[src/rtl/clk_divider_multi_if.sv]
// clk_divider_multi_if: per-channel enable/divisor inputs and divided clock/tick outputs.
// Burst strobes and status exist only when CLK_DIVIDER_BURST_EN is defined.
interface clk_divider_multi_if #(
    parameter int SIZE     = 16,
    parameter int CHANNELS = 2
);
    logic [CHANNELS-1:0]      en_in;
    logic [CHANNELS*SIZE-1:0] max_in;
    logic [CHANNELS-1:0]      clk_out;
    logic [CHANNELS-1:0]      tick_out;
`ifdef CLK_DIVIDER_BURST_EN
    logic [CHANNELS-1:0]      start_in;
    logic [CHANNELS*SIZE-1:0] steps_in;
    logic [CHANNELS-1:0]      busy_out;
    modport master (output en_in, max_in, start_in, steps_in, input clk_out, tick_out, busy_out);
    modport slave  (input en_in, max_in, start_in, steps_in, output clk_out, tick_out, busy_out);
`else
    modport master (output en_in, max_in, input clk_out, tick_out);
    modport slave  (input en_in, max_in, output clk_out, tick_out);
`endif
endinterface

[src/rtl/clk_divider_multi.sv]
// clk_divider_multi: independent per-channel toggle dividers with shadowed divisor and tick.
// Define CLK_DIVIDER_BURST_EN to add burst mode (exactly N full periods per start strobe).
module clk_divider_multi #(
    parameter int SIZE     = 16,
    parameter int CHANNELS = 2
) (
    input logic                clk_in,
    input logic                rst_in,
    clk_divider_multi_if.slave bus
);
    for (genvar c = 0; c < CHANNELS; c++) begin : g_ch
        logic [SIZE-1:0] r_count, r_max, max_c;
        logic            r_clk, r_tick, run, term;
        assign max_c = bus.max_in[c*SIZE +: SIZE];
        // r_max-1 is only used when r_max is nonzero, so it never wraps
        assign term  = (r_max != '0) && (r_count >= r_max - 1'b1);
        assign bus.clk_out[c]  = r_clk;
        assign bus.tick_out[c] = r_tick;
`ifdef CLK_DIVIDER_BURST_EN
        logic [SIZE-1:0] r_steps, steps_c;
        logic            r_busy, start_ok;
        assign steps_c  = bus.steps_in[c*SIZE +: SIZE];
        assign start_ok = bus.start_in[c] && !r_busy && (steps_c != '0);
        assign run      = bus.en_in[c] || r_busy;
        assign bus.busy_out[c] = r_busy;
`else
        assign run = bus.en_in[c];
`endif
        always_ff @(posedge clk_in) begin
            if (rst_in) begin
                r_count <= '0;
                r_max   <= '0;
                r_clk   <= 1'b0;
                r_tick  <= 1'b0;
`ifdef CLK_DIVIDER_BURST_EN
                r_steps <= '0;
                r_busy  <= 1'b0;
`endif
            end
`ifdef CLK_DIVIDER_BURST_EN
            // a burst starts from a fresh low phase so it spans exactly N full periods
            else if (start_ok) begin
                r_count <= '0;
                r_max   <= max_c;
                r_clk   <= 1'b0;
                r_tick  <= 1'b0;
                r_steps <= steps_c;
                r_busy  <= 1'b1;
            end
`endif
            else if (!run) begin
                r_count <= '0;
                r_max   <= max_c;
                r_clk   <= 1'b0;
                r_tick  <= 1'b0;
            end
            else if (r_max == '0) begin
                r_max  <= max_c;
                r_tick <= 1'b0;
            end
            else if (term) begin
                r_count <= '0;
                r_max   <= max_c;
                r_clk   <= ~r_clk;
                r_tick  <= 1'b1;
`ifdef CLK_DIVIDER_BURST_EN
                if (r_busy && !r_clk)
                    r_steps <= r_steps - 1'b1;
                if (r_busy && r_clk && (r_steps == '0))
                    r_busy <= 1'b0;
`endif
            end
            else begin
                r_count <= r_count + 1'b1;
                r_tick  <= 1'b0;
            end
        end
    end
endmodule

[src/flat_wrapper.sv]
// flat-port wrapper written by rule: the top's interface ports become plain ports
module clk_divider_multi_flat 
#(
    parameter int SIZE     = 16,
    parameter int CHANNELS = 2
)
  (clk_in, rst_in, bus_en_in, bus_max_in, bus_clk_out, bus_tick_out);
  clk_divider_multi_if #(.SIZE(SIZE), .CHANNELS(CHANNELS)) bus_i ();
  input logic clk_in;
  input logic rst_in;
  input wire logic [$bits(bus_i.en_in)-1:0] bus_en_in;
  input wire logic [$bits(bus_i.max_in)-1:0] bus_max_in;
  output wire logic [$bits(bus_i.clk_out)-1:0] bus_clk_out;
  output wire logic [$bits(bus_i.tick_out)-1:0] bus_tick_out;
  assign bus_i.en_in = bus_en_in;
  assign bus_i.max_in = bus_max_in;
  assign bus_clk_out = bus_i.clk_out;
  assign bus_tick_out = bus_i.tick_out;
  clk_divider_multi #(.SIZE(SIZE), .CHANNELS(CHANNELS)) u_core (.clk_in(clk_in), .rst_in(rst_in), .bus(bus_i));
endmodule
[config.mk]
export PLATFORM = sky130hd
export DESIGN_NAME = clk_divider_multi_flat
export DESIGN_NICKNAME = d
export VERILOG_FILES = /design/src/rtl/clk_divider_multi_if.sv /design/src/rtl/clk_divider_multi.sv /design/src/flat_wrapper.sv
export SDC_FILE = /design/constraint.sdc
export NUM_CORES = 1
export LEC_CHECK = 0
export CAP_MARGIN = 10
export CORE_MARGIN = 2
export CORE_UTILIZATION = 52
export CTS_BUF_LIST = sky130_fd_sc_hd__clkbuf_4 sky130_fd_sc_hd__clkbuf_8 sky130_fd_sc_hd__clkbuf_16
export DETAILED_ROUTE_END_ITERATION = 10
export HOLD_SLACK_MARGIN = 0.12
export PLACE_DENSITY_LB_ADDON = 0.2
export SLEW_MARGIN = 20
export SYNTH_ARGS = -nofsm -noshare
export SYNTH_HDL_FRONTEND = slang
export SYNTH_SLANG_ARGS = --single-unit
[constraint.sdc]
create_clock -name clk_in -period 4.1 [get_ports clk_in]
set_input_delay 0.615 -clock clk_in [delete_from_list [all_inputs] [get_ports clk_in]]
set_output_delay 0.615 -clock clk_in [all_outputs]
set_load 0.02 [all_outputs]
---- Yosys cells after proc, flatten, opt, wreduce, memory -nomap -nowiden ----
Index checks and enable logic that the tools add are counted.
word-level totals
  bits in registers ....................... 68
  latch bits .............................. 0
  bits in writable memories ............... 0
  bits in read-only memories .............. 0
  word-level logic and storage cells ...... 44
  memories ................................ 0
cells by class
  add/subtract/negate cells ............... 4
  multiply operators ...................... 0
  div/mod/pow operators ................... 0
  order comparisons ....................... 2
  eq/ne operators ......................... 2
  shifts and indexed selects .............. 0
  multiplexer cells ....................... 10
  bitwise logic cells ..................... 6
  reduce and logical (&&, ||, !) cells .... 12
operators by type and width
  cell                   count
  $mux 16                8
  $add 16x1->16 const B  2
  $ge 16x16->1           2
  $logic_not 16->1       2
  $reduce_bool 16->1     2
  $sub 16x1->16 const B  2
  $ne 3x1->1 const B     2
  $not 1->1              6
  $reduce_or 3->1        2
  $reduce_and 2->1       2
  $reduce_or 2->1        2
  $logic_and 1x1->1      2
  $mux 1                 2

---- Depth between registers and ports, before layout ----
  depth after elaboration ................. 6
  gate-level depth with buffers ........... 14
  depth with buffers taken out ............ 12

---- Worst setup path before layout ----
No wires, ideal clock.
  kind .................................... register -> register
  start ................................... register u_core.g_ch[0].r_max[9]
  end ..................................... register u_core.g_ch[0].r_count[10]
  setup time .............................. 128 ps
  data arrival time ....................... 3738 ps
  data required time ...................... 3972 ps
  path slack .............................. 235 ps
  stages on the path, launching flop included .. 14
  path buffers ............................ 2
  clock period less this slack ............ 3865 ps
  path through ............................ dfxtp_1 > or4_1 > buf_2 > or3_2 > nor3_1 > xnor2_1 > ha_1 > nand4_1 > nor3_1 > or4b_2 > nor3b_1 > o21bai_1 > clkbuf_1 > nor2_1
on the way
  longest elaborated chain between the ends .. 4
RTL lines
  element                 RTL line                 RTL
  start, declared         clk_divider_multi.sv:12  logic [SIZE-1:0] r_count, r_max, max_c;
  start signal, assigned  clk_divider_multi.sv:53  r_max <= max_c;
  start signal, assigned  clk_divider_multi.sv:58  r_max <= max_c;
  start signal, assigned  clk_divider_multi.sv:63  r_max <= max_c;
  $sub 16x1->16           clk_divider_multi.sv:16  assign term = (r_max != '0) && (r_count >= r_max - 1'b1);
  $ge 16x16->1            clk_divider_multi.sv:16
  $logic_and 1x1->1       clk_divider_multi.sv:16
  $mux 16                 clk_divider_multi.sv:61  else if (term) begin
  end signal, assigned    clk_divider_multi.sv:74  r_count <= r_count + 1'b1;
  end, declared           clk_divider_multi.sv:12
Parallel ways exist; a longest one is shown, timed or not.
A chain may end at the register's enable or synchronous reset.

---- Worst setup path in the final report ----
  start ................................... register u_core.g_ch[0].r_max[9]
  end ..................................... register u_core.g_ch[0].r_max[11]
on the way
  longest elaborated chain between the ends .. 4
RTL lines
  element                      RTL line
  $sub 16x1->16                clk_divider_multi.sv:16
  $ge 16x16->1                 clk_divider_multi.sv:16
  $logic_and 1x1->1            clk_divider_multi.sv:16
  $ne 3x1->1 (no source line)  --
Parallel ways exist; a longest one is shown, timed or not.

==> impl_metrics.py <==
metrics = {
    "clocking": {
        "clk_pin_slew_ns": 0.07,
        "cts_setup_buffers": 0,
        "clock-sinks": 68,
        "ctsRootBufferMaster": "clkbuf_8",
        "cts-resized-gates": 0,
        "ctsHoldBuffers": 0,
        "clk-insertion-delay-late_ns": 0.34,
        "htreeDepth": 3,
        "numCtsBuffers": 9,
        "clock_path_buffers": 2,
        "cts_tree": "built",
    },
    "grt": {
        "grt_pass1_wl_microns": 13900,
        "groute.usage.overall": 0.202,
        "antenna_found_initial": 0,
        "gr-total-overflow": 0,
        "grt_max_degree": 50,
        "grt_pass1_vias": 2973,
    },
    "die": {
        "rows": 32,
        "die_h_microns": 92.6,
        "die_area_sq_um": 8580,
        "coreArea_sq_um": 7690,
        "die_x_microns": 92.6,
        "initial_core_util": 0.531,
        "io_pins": 40,
    },
    "logic_synthesis": {
        "synth_area_per_cell_sq_um": 8.71,
        "yosys_warnings": 0,
        "syn_area_sq_um": 4080,
        "netlist_instances": 469,
        "async_flop_share": 0,
        "ys_ff_latch": 68,
        "syn-num-nets": 543,
        "synth-seq-area-share": 0.333,
        "synth-edff-count": 0,
        "synth_cell_types": 48,
        "synth-main-ff-cell": "dfxtp_1",
    },
    "route": {
        "wl_per_cell_microns": 13.5,
        "drc": 0,
        "avgViaCountPerCell": 5.33,
        "postRouteAntennaNets": 0,
        "drt-pass1-iter-count": 4,
        "num_vias": 3269,
        "drtIter0Drc": 147,
        "routed_wl_microns": 8300,
    },
    "finish": {
        "drive_gt1_frac": 0.0509,
        "synthToLayoutAreaGrowth_pct": 16.5,
        "fill_cells": 673,
        "antenna_cells": 0,
        "nets": 580,
        "final_util": 0.619,
    },
    "sta": {
        "finalClockSkew_ns": 0.00971,
        "final-max-slew-violation-count": 0,
        "final.min_clock_period_ns": 3.78,
        "worstMarginPinSlew_ns": 0.545,
        "max-slew-margin-rel": 0.637,
        "rsz0062_at_grt": "no",
        "final-setup-viol-count": 0,
        "layout_setup_ws_ns": 0.316,
        "hold_violations": 0,
        "hold_slack_ns": 0.493,
        "post-route-period-util": 0.923,
        "fin_tns_setup_ns": 0,
        "max_freq_mhz": 264,
    },
    "worst_setup_path": {
        "path_class": "register to register",
        "crit_family": "simple AND/OR/NAND/NOR gates",
        "cpPeakStageDelay_ns": 0.62,
        "cp.required_ns": 4.31,
        "critPathBufInv": 1,
        "arrival_ns": 4.00,
        "cpMostUsedCell": "nor3_1",
        "slowest_stage": "or4_1",
        "setup.worst_path.start_class": "register",
        "worstSetupEndpointType": "register",
        "worstPathCellList": "or4_1, or3_2, nor3_1, xnor2_1, ha_1, nand4_1, nor3_1, or4b_2, nand3b_1, buf_12, mux2i_1, nor2_1",
        "worst-path-max-fanout": 16,
    },
    "power_and_ir_drop": {
        "max-vdd-ir-drop_uv": 234,
        "power_density_nw_per_um2": 337,
        "total_leakage_power_uw": 0.00193,
    },
    "worst_hold_path": {
        "hp-class": "register to register",
    },
    "placed_design": {
        "globalplace.congestion": 0.852,
        "pre_cts_ws_ns": 0.336,
        "port_buffers": 39,
        "hpwlAfterDp_microns": 6200,
    },
    "job": {
        "cap_violations": 0,
    },
    "status": {
        "status": "finished clean",
    },
}
per-layer routing:
metal  vias up  share of wire  track usage
met3         9          0.037       0.0382
met5         -              0            0
met2        53           0.41        0.292
met4         0          0.014       0.0674
met1      1511           0.54        0.300
li1       1696              -            -
final timing paths:
kind | cells past startpoint | endpoint | slack [ns] | start
max | 12 | u_core.g_ch[0].r_max[11]$_SDFFE_PP0P_ | 0.32 | u_core.g_ch[0].r_max[9]$_SDFFE_PP0P_
min | 2 | u_core.g_ch[1].r_clk$_SDFFE_PP0P_ | 0.49 | u_core.g_ch[1].r_clk$_SDFFE_PP0P_
max reg2reg | 12 | u_core.g_ch[0].r_max[11]$_SDFFE_PP0P_ | 0.32 | u_core.g_ch[0].r_max[9]$_SDFFE_PP0P_
min reg2reg | 2 | u_core.g_ch[1].r_clk$_SDFFE_PP0P_ | 0.49 | u_core.g_ch[1].r_clk$_SDFFE_PP0P_
cell usage after synthesis (2+ instances only):
cell	count	share of area
or3_1	3	0.0046
nand2_1	30	0.028
or4_1	4	0.0074
inv_1	10	0.0092
and4_1	4	0.0086
nand3b_1	3	0.0055
and3_1	5	0.0077
clkbuf_1	9	0.0083
dfxtp_1	68	0.33
and2_1	3	0.0046
buf_4	4	0.0074
ha_1	38	0.12
o21a_1	2	0.0037
nand4_1	13	0.020
nand3_1	12	0.015
nand2b_1	30	0.046
nor4_1	7	0.011
and4b_1	2	0.0049
mux2i_1	29	0.071
nor2_1	72	0.066
buf_2	2	0.0025
xor2_1	26	0.056
xnor2_1	30	0.064
nor3_1	13	0.016
a21oi_1	14	0.017
o41ai_1	2	0.0043
nor2b_1	5	0.0077
o21ai_0	9	0.011
worst min-delay path, cell delays in order, from the launching register on:
cell and delay (ns):
dfxtp_1 0.32, o21ai_0 0.07, a21oi_1 0.06
power breakdown:
group	internal [uW]	switching (uW)
Combinational	162	160
Sequential	686	32.7
Clock	310	253
cells by family after synthesis:
logic type      share of synthesized area
simple gates                        0.264
flops                               0.333
xor+xnor                            0.120
compound gates                     0.0588
fa+ha+maj                           0.116
mux                                0.0711
buf+inv                            0.0362
final cells by class:
type / count / area [sq um] / share of cell area
clock buffer: 12 / 153 / 0.0321
clock inverter: 4 / 48.8 / 0.0103
inverter: 10 / 37.5 / 0.00789
tap: 102 / 128 / 0.0268
sequential: 68 / 1360 / 0.286
multi-input combinational: 373 / 2570 / 0.541
timing repair buffer: 44 / 453 / 0.0952
per-stage QoR:
step / std cells / power, uW / area (sq um)
after global placement: 597 / 1040 / 4550
after detailed placement: 597 / 1050 / 4550
after floorplan: 469 / 959 / 4080
after global routing: 613 / 1690 / 4760
after CTS: 613 / 1610 / 4760
final: 613 / 1600 / 4760
cells in the final DEF (no fill, tap or decap), types with 3 or more instances in the layout:
master           netlist  routed
nor2b_1                5       5
inv_1                 10      10
buf_4                  4       3
nand2b_1              30      30
o21ai_0                9       9
nand3b_1               3       3
nand2_1               30      30
nor2_1                72      72
nor3_1                13      13
mux2i_1               29      29
a21oi_1               14      14
or4_1                  4       4
clkdlybuf4s50_1        0      39
xor2_1                26      26
clkbuf_8               0      10
and3_1                 5       5
nand3_1               12      12
xnor2_1               30      30
nor4_1                 7       7
dfxtp_1               68      68
nand4_1               13      13
and4_1                 4       4
or3_1                  3       3
ha_1                  38      38
and2_1                 3       3
state kept, by name, indices dropped and copies added (netlist names):
signal,count
u_core.g_ch.r_max,32
u_core.g_ch.r_clk,2
u_core.g_ch.r_count,32
u_core.g_ch.r_tick,2
Power figures use the tool's default switching activity.
